==> src/rtl/uart_receiver.sv <==
`default_nettype none
// ============================================================================
// Module      : uart_receiver
// Description : UART receive path. Oversamples the rx line with the shared
//               baud tick, deserialises start + WORD_BITS data (LSB first) +
//               stop, and reports each frame with a one-cycle done strobe and
//               a framing-error flag.
// Revision    : 1.0 - initial release
// ============================================================================
module uart_receiver #(
    parameter int WORD_BITS    = 8,   // data bits per frame (>= 2)
    parameter int SAMPLE_TICKS = 16   // baud ticks per bit period, even, >= 4
) (
    input  logic                 clk_i,
    input  logic                 reset_i,
    input  logic                 rx_i,
    input  logic                 baud_i,
    output logic [WORD_BITS-1:0] data_o,
    output logic                 rx_done_o,
    output logic                 frame_err_o,
    output logic                 busy_o
);

    localparam int c_S_W = (SAMPLE_TICKS > 1) ? $clog2(SAMPLE_TICKS) : 1;
    localparam int c_N_W = (WORD_BITS > 1) ? $clog2(WORD_BITS) : 1;

    // Tick counts at which the middle of a start bit / data or stop bit is reached.
    localparam logic [c_S_W-1:0] c_S_HALF = c_S_W'(SAMPLE_TICKS / 2 - 1);
    localparam logic [c_S_W-1:0] c_S_LAST = c_S_W'(SAMPLE_TICKS - 1);
    localparam logic [c_N_W-1:0] c_N_LAST = c_N_W'(WORD_BITS - 1);

    typedef enum logic [1:0] {
        S_IDLE  = 2'd0,
        S_START = 2'd1,
        S_DATA  = 2'd2,
        S_STOP  = 2'd3
    } state_t;

    logic                 r_rx_meta;
    logic                 r_rx_s;
    logic                 r_rx_prev;

    state_t               r_state;
    state_t               w_state_next;
    logic [c_S_W-1:0]     r_s;
    logic [c_S_W-1:0]     w_s_next;
    logic [c_N_W-1:0]     r_n;
    logic [c_N_W-1:0]     w_n_next;
    logic [WORD_BITS-1:0] r_sh;
    logic [WORD_BITS-1:0] w_sh_next;
    logic [WORD_BITS-1:0] r_data;
    logic [WORD_BITS-1:0] w_data_next;
    logic                 r_done;
    logic                 w_done_next;
    logic                 r_ferr;
    logic                 w_ferr_next;

    // Two-flop synchroniser for the asynchronous line plus one delay stage for edge detect.
    always_ff @(posedge clk_i) begin
        if (reset_i) begin
            r_rx_meta <= 1'b1;
            r_rx_s    <= 1'b1;
            r_rx_prev <= 1'b1;
        end else begin
            r_rx_meta <= rx_i;
            r_rx_s    <= r_rx_meta;
            r_rx_prev <= r_rx_s;
        end
    end

    // State, counters, shift register and output registers.
    always_ff @(posedge clk_i) begin
        if (reset_i) begin
            r_state <= S_IDLE;
            r_s     <= '0;
            r_n     <= '0;
            r_sh    <= '0;
            r_data  <= '0;
            r_done  <= 1'b0;
            r_ferr  <= 1'b0;
        end else begin
            r_state <= w_state_next;
            r_s     <= w_s_next;
            r_n     <= w_n_next;
            r_sh    <= w_sh_next;
            r_data  <= w_data_next;
            r_done  <= w_done_next;
            r_ferr  <= w_ferr_next;
        end
    end

    // Next-state logic: everything except the idle edge detect advances on baud ticks only.
    always_comb begin
        w_state_next = r_state;
        w_s_next     = r_s;
        w_n_next     = r_n;
        w_sh_next    = r_sh;
        w_data_next  = r_data;
        w_ferr_next  = r_ferr;
        w_done_next  = 1'b0;

        case (r_state)
            S_IDLE: begin
                // Edge rather than level, so a line held low cannot retrigger.
                // A tick coinciding with the edge is deliberately not counted.
                if (r_rx_prev && !r_rx_s) begin
                    w_state_next = S_START;
                    w_s_next     = '0;
                end
            end
            S_START: begin
                if (baud_i) begin
                    if (r_s == c_S_HALF) begin
                        if (!r_rx_s) begin
                            w_state_next = S_DATA;
                            w_s_next     = '0;
                            w_n_next     = '0;
                        end else begin
                            // Line back high by mid start bit: glitch, drop silently.
                            w_state_next = S_IDLE;
                        end
                    end else begin
                        w_s_next = r_s + 1'b1;
                    end
                end
            end
            S_DATA: begin
                if (baud_i) begin
                    if (r_s == c_S_LAST) begin
                        w_s_next  = '0;
                        w_sh_next = {r_rx_s, r_sh[WORD_BITS-1:1]};
                        if (r_n == c_N_LAST) begin
                            w_state_next = S_STOP;
                        end else begin
                            w_n_next = r_n + 1'b1;
                        end
                    end else begin
                        w_s_next = r_s + 1'b1;
                    end
                end
            end
            S_STOP: begin
                if (baud_i) begin
                    if (r_s == c_S_LAST) begin
                        // Bad stop bits are still delivered, just flagged.
                        w_data_next  = r_sh;
                        w_ferr_next  = ~r_rx_s;
                        w_done_next  = 1'b1;
                        w_state_next = S_IDLE;
                    end else begin
                        w_s_next = r_s + 1'b1;
                    end
                end
            end
            default: begin
                w_state_next = S_IDLE;
            end
        endcase
    end

    assign data_o      = r_data;
    assign rx_done_o   = r_done;
    assign frame_err_o = r_ferr;
    assign busy_o      = (r_state != S_IDLE);

endmodule
`default_nettype wire
==> config.mk <==
export PLATFORM = sky130hd
export DESIGN_NAME = uart_receiver
export DESIGN_NICKNAME = d
export VERILOG_FILES = /design/src/rtl/uart_receiver.sv
export SDC_FILE = /design/constraint.sdc
export NUM_CORES = 1
export LEC_CHECK = 0
export BUFFER_PORTS_ARGS = -buffer_cell sky130_fd_sc_hd__buf_2
export CAP_MARGIN = 5
export CORE_MARGIN = 4
export CORE_UTILIZATION = 60
export DETAILED_ROUTE_END_ITERATION = 12
export PLACE_DENSITY = 0.93
export SKIP_CTS_REPAIR_TIMING = 1
export SYNTH_ARGS = -nofsm -noshare
export SYNTH_HDL_FRONTEND = slang
export SYNTH_SLANG_ARGS = --single-unit
export TNS_END_PERCENT = 30
==> constraint.sdc <==
create_clock -name clk_i -period 2.28 [get_ports clk_i]
set_clock_uncertainty 0.05 [all_clocks]
set_input_delay 0.684 -clock clk_i [delete_from_list [all_inputs] [get_ports clk_i]]
set_output_delay 0.684 -clock clk_i [all_outputs]
set_load 0.05 [all_outputs]
After elaboration in Yosys (flattened, before gate mapping)
Cells that the tools add are included.
W data, S select, Z words.
{ "classes": {"eq_ne": 18, "addsub": 2, "bitwise": 3, "n_reduce_logical": 11, "n_mux": 27} }
{ "ops": {"columns": ["cell", "n"], "rows": [
  ["$mux W4", 8],
  ["$ne A2 B2 Y1 const B", 11],
  ["$mux W2", 9],
  ["$mux W3", 6],
  ["$pmux W4 S4", 1],
  ["$pmux W2 S4", 1],
  ["$reduce_and A8 Y1", 1],
  ["$reduce_and A7 Y1", 1],
  ["$pmux W3 S2", 1],
  ["$reduce_and A3 Y1", 2],
  ["$reduce_and A6 Y1", 1],
  ["$add A4 B1 Y4 const B", 1],
  ["$eq A2 B2 Y1 const B", 2],
  ["$eq A4 B3 Y1 const B", 1],
  ["$eq A4 B4 Y1 const B", 1],
  ["$reduce_bool A2 Y1", 2],
  ["$add A3 B1 Y3 const B", 1],
  ["$eq A3 B3 Y1 const B", 1],
  ["$ne A3 B3 Y1 const B", 1],
  ["$not A1 Y1", 3],
  ["$reduce_or A3 Y1", 1],
  ["$eq A2 B1 Y1 const B", 1],
  ["$logic_not A2 Y1", 1],
  ["$logic_and A1 B1 Y1", 1],
  ["2 further kinds", 2]
]} }
{ "word_totals": {"wordCells": 71, "reg_bits": 30, "input_bits": 4, "out_inout_bits": 11} }

Logic depth before layout (Yosys ltp)
Gate-level depths: netlist of the first run.
{ "depth": {"depth_word": 5, "ltp_mapped": 6, "depth_no_buf": 6} }

Worst setup path after synthesis of the first run
Ideal clock, no wire load.
{ "synth_timing": {"path_kind": "reg-to-reg", "from": "register with a tool-made name", "to": "register r_s[2]", "arrival_ps": 1475, "setup_slack_ps": 622, "path_buffers": 1, "synth_period_minus_slack_ps": 1658, "stages_incl_launch_ff": 7, "required_time_ps": 2098, "setup_ps": 132, "cell_sequence": "dfxtp_1 > buf_2 > nor2_2 > inv_1 > o31a_1 > o31ai_1 > a21oi_1"} }
{ "synth_rtl": {"columns": ["item", "line", "rtl"], "rows": [
  ["to (signal assigned)", "83", "r_s <= w_s_next;"],
  ["to (decl)", "45", "logic [c_S_W-1:0] r_s;"]
]} }

==> results of run 1 <==
[cell families after synthesis]
kind of cell / synth area share, %
compound gates: 10.0
buf+inv: 3.41
fa+ha+maj: 2.84
mux: 15.2
simple gates: 23.1
flops: 45.4
[metal layers]
layer / track usage [%] / vias to the layer above / wire, microns
met2: 34.1 / 51 / 1270
met5: 0 / - / 0
met4: 13.8 / 0 / 80
met1: 22.3 / 490 / 1020
met3: 6.17 / 8 / 181
li1: - / 517 / -
[synthesized netlist by cell type (all sizes together)]
| master | instances |
|---|---|
| mux2i | 19 |
| nand4 | 3 |
| nor2 | 24 |
| o31ai | 3 |
| nor3 | 7 |
| o2111ai | 1 |
| nand3 | 1 |
| nor2b | 2 |
| nor3b | 1 |
| nand4b | 1 |
| nor4 | 1 |
| mux2 | 1 |
| inv | 3 |
| a211oi | 2 |
| o21ai | 6 |
| or3 | 1 |
| nand2b | 4 |
| o2111a | 1 |
| buf | 4 |
| a21oi | 5 |
| and2 | 1 |
| a31oi | 1 |
| dfxtp | 30 |
| o31a | 1 |
| nand2 | 7 |
| or2 | 4 |
| clkbuf | 3 |
| ha | 3 |
[worst max-delay path, cell delays in order (launching register included)]
cell     delay, ns
dfxtp_1       0.58
nor2_2        0.10
inv_1         0.12
buf_2         0.27
[registers in the layout, summed over array words and instances, names as in the netlist, named ones only]
signal / cells
r_rx_prev: 1
r_s: 4
r_state: 1
data_o: 8
r_sh: 8
rx_done_o: 1
frame_err_o: 1
r_rx_meta: 1
r_rx_s: 1
r_n: 3
[path summary, 6_finish.rpt]
path / start / endpoint / cells after the start
worst max-delay path: flop / busy_o / 3
worst min-delay path: r_rx_meta / r_rx_s / 1
worst max register to register: flop / r_sh[5] / 4
worst min register to register: r_rx_meta / r_rx_s / 1
[power by group]
group,switching [mW],total (mW),internal (mW)
sequential,0.00744,0.535,0.528
clock,0.168,0.423,0.255
combinational,0.0292,0.0436,0.0144
total,0.204,1.00,0.797
[layout by cell type (no fill, tap or decap), types with 4 or more instances in the layout]
| cell type | Yosys | routed |
|---|---|---|
| a21oi_1 | 5 | 5 |
| buf_2 | 3 | 14 |
| clkbuf_4 | 0 | 5 |
| dfxtp_1 | 30 | 30 |
| mux2i_1 | 19 | 19 |
| nand2_1 | 5 | 5 |
| nand2b_1 | 4 | 4 |
| nor2_1 | 22 | 22 |
| nor3_1 | 6 | 6 |
| o21ai_0 | 5 | 5 |
| or2_2 | 4 | 4 |
[through the flow]
step / hold slack [ns] / power, mW / std cells
after CTS: 0.380 / 1.01 / 181
after detailed placement: 0.351 / 0.590 / 174
after global routing: 0.389 / 1.04 / 181
after global placement: 0.349 / 0.588 / 174
final: 0.378 / 1.00 / 181
after floorplan: 0.339 / 0.579 / 140
[area by class of cell]
| class | count | area share (%) |
|---|---|---|
| clock inverters | 1 | 2.04 |
| multi-input cells | 100 | 45.9 |
| inverters | 3 | 0.764 |
| flip-flops and latches | 30 | 40.7 |
| well taps | 27 | 2.29 |
| clock buffers | 6 | 3.48 |
| repair buffers | 14 | 4.75 |
==> out/qor.txt, run 1 <==
clock-pin slew on the worst setup and hold paths: 0.10 ns
area occupied by multi-input gates: 677 sq um
pre-CTS worst setup slack: 0.389 ns
CP startpoint kind: flop
Hold WC Path Type: reg2reg
initial DRC count: 45
GPL Wtd Cong: 0.824
drt via density: 5.89
critical path class: reg2out
fmax: 472 MHz
final instance area: 1470 sq um
Area Growth Syn to Fin: 11.4%
First-pass DRT Iterations: 4
leakage: 0.582 nW
final setup vio count: 0
Initial Util: 65.4%
Final nets: 161
top cell type's share of synthesized area: 45.4%
H-tree depth: 2
Synth Area per Inst: 9.45 sq um
YS warnings: 0
Final Hold Viols: 0
status: finished clean
total CTS buffers: 5
vias in the first global route: 1,023
data required time of the worst path: 1.55 ns
Fill cells: 161
Sink Count: 30
Total Wirelength: 2550 microns
CTS tree: done
Final TNS setup: 0 ns
leading post-synthesis cells by cell area: dfxtp_1 (45%), mux2i_1 (14%), nor2_1 (6.2%), ha_1 (2.8%), nor3_1 (2.3%)
antenna-violating nets left: 0
largest area contributor in the netlist: dfxtp_1
Tot GR Track Use: 20.5%
VDD IR-drop max: 691 uV
storage element area: 601 sq um
IO Count: 15
flops & latches, synth: 30
die area: 3020 sq um
core area: 2020 sq um
Rel. slew slack: 64.4%
RSZ-0062 raised after global routing: false
IO Port Bufs: 14
reg2reg setup slack: 0.48 ns
fraction of layout cells with a size suffix above 1: 21.4%
DR vias: 1,066
min Tclk post-route: 2.12 ns
crit path capture type: primary output
Tightest Pin Transition: 0.534 ns
Critical Path Fanout Max: 12
Die W: 55.0 microns
Gate Count Post-Synth: 140
count of inserted antenna diode cells: 0
largest net degree at the start of global routing: 34
Arrival @ worst endpoint: 1.39 ns
max-cap viol count: 0
final worst path period share: 93.0%
initial antenna violation count: 0
Post-Route Utilization: 72.9%
row count: 16
Seq/Total Area, Yosys: 45.4%
CTS root buf: clkbuf_4
Avg WL per Cell: 14.1 microns
Power Dens Cells: 680 nW/um^2
residual DRC count: 0
Synth cell types: 36
post-synthesis cell area: 1320 sq um
fin. max-slew vios: 0
fin worst setup slack: 0.160 ns
Post-DP Area: 1390 sq um
first-pass GRT wire length: 4330 microns
HPWL after DPL: 1830 microns
grt ovf: 0
Die Y-Extent: 55.0 microns
Longest Clk Path Bufs: 2
worst-skew pair later-pin latency: 0.31 ns
syn_nets: 147
No activity file was read; power rests on OpenSTA's default activity.
==> inputs of run 2 (changes only) <==
--- a/config.mk
+++ b/config.mk
@@ -10,7 +10,7 @@
 export CORE_MARGIN = 4
 export CORE_UTILIZATION = 60
 export DETAILED_ROUTE_END_ITERATION = 12
-export PLACE_DENSITY = 0.93
+export PLACE_DENSITY = 0.9
 export SKIP_CTS_REPAIR_TIMING = 1
 export SYNTH_ARGS = -nofsm -noshare
 export SYNTH_HDL_FRONTEND = slang
==> run 2 against run 1 <==
Compared with the run above:
- total power down 1.5%
- utilization fell by 0.19 points
- die area is the same
- highest routed layer unchanged
- via count is 4.4% lower
- worst hold slack worse by 0.0041 ns
==> out/qor.txt, run 2 (same netlist as run 1, synthesis figures left out) <==
CTS tree: done
status: finished clean
Tot GR Track Use: 18.3%
VDD IR-drop max: 752 uV
total CTS buffers: 5
Die W: 55.0 microns
IO Count: 15
GPL Wtd Cong: 0.807
Final TNS setup: 0 ns
Arrival @ worst endpoint: 1.38 ns
fin. max-slew vios: 0
slowest stage delay, CP: 0.56 ns
DR vias: 1,019
fmax: 472 MHz
Tightest Pin Transition: 0.511 ns
Die Y-Extent: 55.0 microns
residual DRC count: 0
Post-DP Area: 1390 sq um
RSZ-0062 raised after global routing: false
Critical Path Fanout Max: 12
Hold WC Path Type: reg2reg
Final Hold Viols: 0
pre-CTS worst setup slack: 0.410 ns
Initial Util: 65.4%
vias in the first global route: 921
first-pass GRT wire length: 3860 microns
delay-heaviest family, CP: flip-flops
Total Wirelength: 2310 microns
leakage: 0.582 nW
CTS root buf: clkbuf_4
die area: 3020 sq um
core area: 2020 sq um
CP max stage cell: dfxtp_1
commonest non-fill, non-tap cell in the layout: dfxtp_1
H-tree depth: 2
max-cap viol count: 0
highest-count cells in the layout ignoring fill and taps: dfxtp_1 (30), nor2_1 (22), mux2i_1 (19), buf_2 (14), nor3_1 (6)
initial antenna violation count: 0
final setup vio count: 0
antenna-violating nets left: 0
count of inserted antenna diode cells: 0
critical path class: reg2out
Final nets: 161
Longest Clk Path Bufs: 2
largest net degree at the start of global routing: 34
worst-skew pair later-pin latency: 0.33 ns
data required time of the worst path: 1.55 ns
First-pass DRT Iterations: 4
fraction of layout cells with a size suffix above 1: 21.9%
clock-pin slew on the worst setup and hold paths: 0.10 ns
min Tclk post-route: 2.12 ns
M2 GR Usage: 29.1%
drt via density: 5.60
critical path, cell by cell: nor2_2, inv_1, buf_2
Area Growth Syn to Fin: 11.2%
Sink Count: 30
final worst path period share: 92.9%
crit path capture type: primary output
Rel. slew slack: 65.9%
final instance area: 1470 sq um
M1 GR Usage: 20.9%
fin worst setup slack: 0.161 ns
Power Dens Cells: 671 nW/um^2
row count: 16
Avg WL per Cell: 12.7 microns
CP startpoint kind: flop
Crit path buffers/inverters: 2
HPWL after DPL: 1660 microns
IO Port Bufs: 14
GR peak layer: met2
WHS: 0.374 ns
initial DRC count: 15
GR Layer Usage met3: 7.51%
grt ovf: 0
## run 2: changes by cell type in the layout (fill, tap and decap cells not counted)
cell	before	now
clkbuf_8	1	0
clkinv_2	0	2
## run 2: layer usage
| metal | wire, microns | vias to the layer above | share of wire, % |
|---|---|---|---|
| li1 | - | 518 | - |
| met5 | 0 | - | 0 |
| met2 | 1110 | 23 | 48 |
| met1 | 1010 | 472 | 44 |
| met4 | 52 | 0 | 2.3 |
| met3 | 139 | 6 | 6.0 |
## run 2: cell type report
class                           instances  area (sq um)
Clock inverter                          3          40.0
Fill cell                             139           552
Clock buffer                            5          37.5
Sequential cell                        30           601
Multi-Input combinational cell        100           677
Timing Repair Buffer                   14          70.1
Tap cell                               27          33.8
Inverter                                3          11.3
## run 2: worst paths after layout
path | start | endpoint | slack [ns] | depth (start not counted)
worst max register to register | r_s[0] | data_o[1] | 0.48 | 5
worst min register to register | r_rx_meta | r_rx_s | 0.37 | 1
worst max-delay path | flop | busy_o | 0.16 | 3
worst min-delay path | r_rx_meta | r_rx_s | 0.37 | 1
## run 2: power breakdown
part           internal, mW  switching [mW]  total [mW]
logic                0.0144          0.0286      0.0431
clock network         0.227           0.182       0.409
registers             0.528         0.00715       0.535
total                 0.769           0.218       0.987
## run 2: stage by stage
step / instances / power (mW) / utilization, %
2_1_floorplan: 140 / 0.579 / -
3_3_place_gp: 174 / 0.589 / 68.9
3_5_place_dp: 174 / 0.590 / 68.9
4_1_cts: 182 / 0.999 / 72.7
5_1_grt: 182 / 1.03 / 72.7
6_report: 182 / 0.987 / 72.7
==> inputs of run 3 (changes only) <==
--- a/config.mk
+++ b/config.mk
@@ -8,9 +8,9 @@
 export BUFFER_PORTS_ARGS = -buffer_cell sky130_fd_sc_hd__buf_2
 export CAP_MARGIN = 5
 export CORE_MARGIN = 4
-export CORE_UTILIZATION = 60
+export CORE_UTILIZATION = 25
 export DETAILED_ROUTE_END_ITERATION = 12
-export PLACE_DENSITY = 0.9
+export PLACE_DENSITY = 0.49
 export SKIP_CTS_REPAIR_TIMING = 1
 export SYNTH_ARGS = -nofsm -noshare
 export SYNTH_HDL_FRONTEND = slang
==> run 3 against run 2 <==
Compared with the run above:
- sequential power hardly changed
- global-route usage fell by 9.3 points
- clock power increased by 7.1%
- setup slack better by 0.068 ns
- cell count is 24% higher
- die area increased by 120%
- fmax up 3.3%
==> out/qor.txt, run 3 (same netlist as run 1, synthesis figures left out) <==
Sink Count: 30
First-pass DRT Iterations: 4
IO Port Bufs: 14
crit path capture type: primary output
Post-Route Utilization: 30.2%
M1 GR Usage: 10.6%
HPWL after DPL: 1830 microns
max-cap viol count: 0
status: finished clean
fin worst setup slack: 0.229 ns
total power: 1.02 mW
Hold WC Path Type: reg2reg
reg2reg setup slack: 0.46 ns
count of inserted antenna diode cells: 0
DR vias: 1,038
residual DRC count: 0
final setup vio count: 0
data required time of the worst path: 1.55 ns
RSZ-0062 raised after global routing: false
antenna-violating nets left: 0
drt via density: 4.61
leakage: 0.585 nW
Tightest Pin Transition: 0.548 ns
Post-DP Area: 1450 sq um
Area Growth Syn to Fin: 16.6%
Die Y-Extent: 80.7 microns
Tot GR Track Use: 9.05%
vias in the first global route: 1,030
CP startpoint kind: flop
Arrival @ worst endpoint: 1.32 ns
IO Count: 15
highest-count cells in the layout ignoring fill and taps: dfxtp_1 (30), nor2_1 (22), mux2i_1 (19), buf_2 (14)
Total Wirelength: 2620 microns
initial antenna violation count: 0
pre-CTS worst setup slack: 0.375 ns
VDD IR-drop max: 372 uV
M2 GR Usage: 14.0%
initial DRC count: 73
final worst path period share: 90.0%
Final nets: 161
Die W: 80.7 microns
final instance area: 1540 sq um
clock-pin slew on the worst setup and hold paths: 0.07 ns
H-tree depth: 2
Initial Util: 25.9%
min Tclk post-route: 2.05 ns
largest net degree at the start of global routing: 34
fmax: 488 MHz
total CTS buffers: 5
Power Dens Cells: 659 nW/um^2
GPL Wtd Cong: 0.793
Avg WL per Cell: 11.6 microns
fin. max-slew vios: 0
Longest Clk Path Bufs: 2
worst-skew pair later-pin latency: 0.28 ns
Final TNS setup: 0 ns
GR Layer Usage met3: 3.55%
fraction of layout cells with a size suffix above 1: 21.9%
Final Hold Viols: 0
die area: 6520 sq um
CTS tree: done
CTS root buf: clkbuf_8
core area: 5110 sq um
first-pass GRT wire length: 4510 microns
Critical Path Fanout Max: 11
grt ovf: 0
Rel. slew slack: 63.4%
commonest non-fill, non-tap cell in the layout: dfxtp_1
GR peak layer: met2
critical path class: reg2out
row count: 26
[run 3: changes by cell type in the layout (fill, tap and decap cells not counted), sizes merged]
cell	previous run	this run
clkinvlp	0	1
clkinv	2	1
bufinv	1	0
clkbuf	5	6
[run 3: layout make-up]
| cell class | instances | area [sq um] |
|---|---|---|
| clock buffers | 6 | 82.6 |
| clock inverters | 2 | 12.5 |
| fillers | 554 | 3570 |
| inverters | 3 | 11.3 |
| multi-input cells | 100 | 677 |
| flip-flops and latches | 30 | 601 |
| well taps | 70 | 87.6 |
| repair buffers | 14 | 70.1 |
[run 3: worst max-delay path: stages, from the launching register on]
cell	delay (ns)
dfxtp_1	0.54
nor2_2	0.11
inv_1	0.11
buf_2	0.27
[run 3: power by group]
group          switching (mW)  leakage (nW)  internal, mW
sequential            0.00732         0.242         0.528
clock                   0.196        0.0472         0.242
combinational          0.0286         0.295        0.0144
total                   0.232         0.585         0.785
[run 3: worst paths after layout]
path              endpoint  depth (start not counted)        from
hold / removal      r_rx_s                          1   r_rx_meta
hold reg to reg     r_rx_s                          1   r_rx_meta
setup / recovery    busy_o                          3  r_state[0]
setup reg to reg   r_sh[7]                          5      r_s[0]
[run 3: per-stage QoR]
stage	std cells	hold WS [ns]
final	225	0.359
after global routing	225	0.384
after CTS	225	0.362
after detailed placement	217	0.347
after global placement	217	0.349
after floorplan	140	0.339
[run 3: metal layers]
layer | vias up | routed length [microns]
met4 | 0 | 37
met2 | 25 | 1230
met1 | 493 | 1230
met3 | 5 | 119
li1 | 515 | -
met5 | - | 0
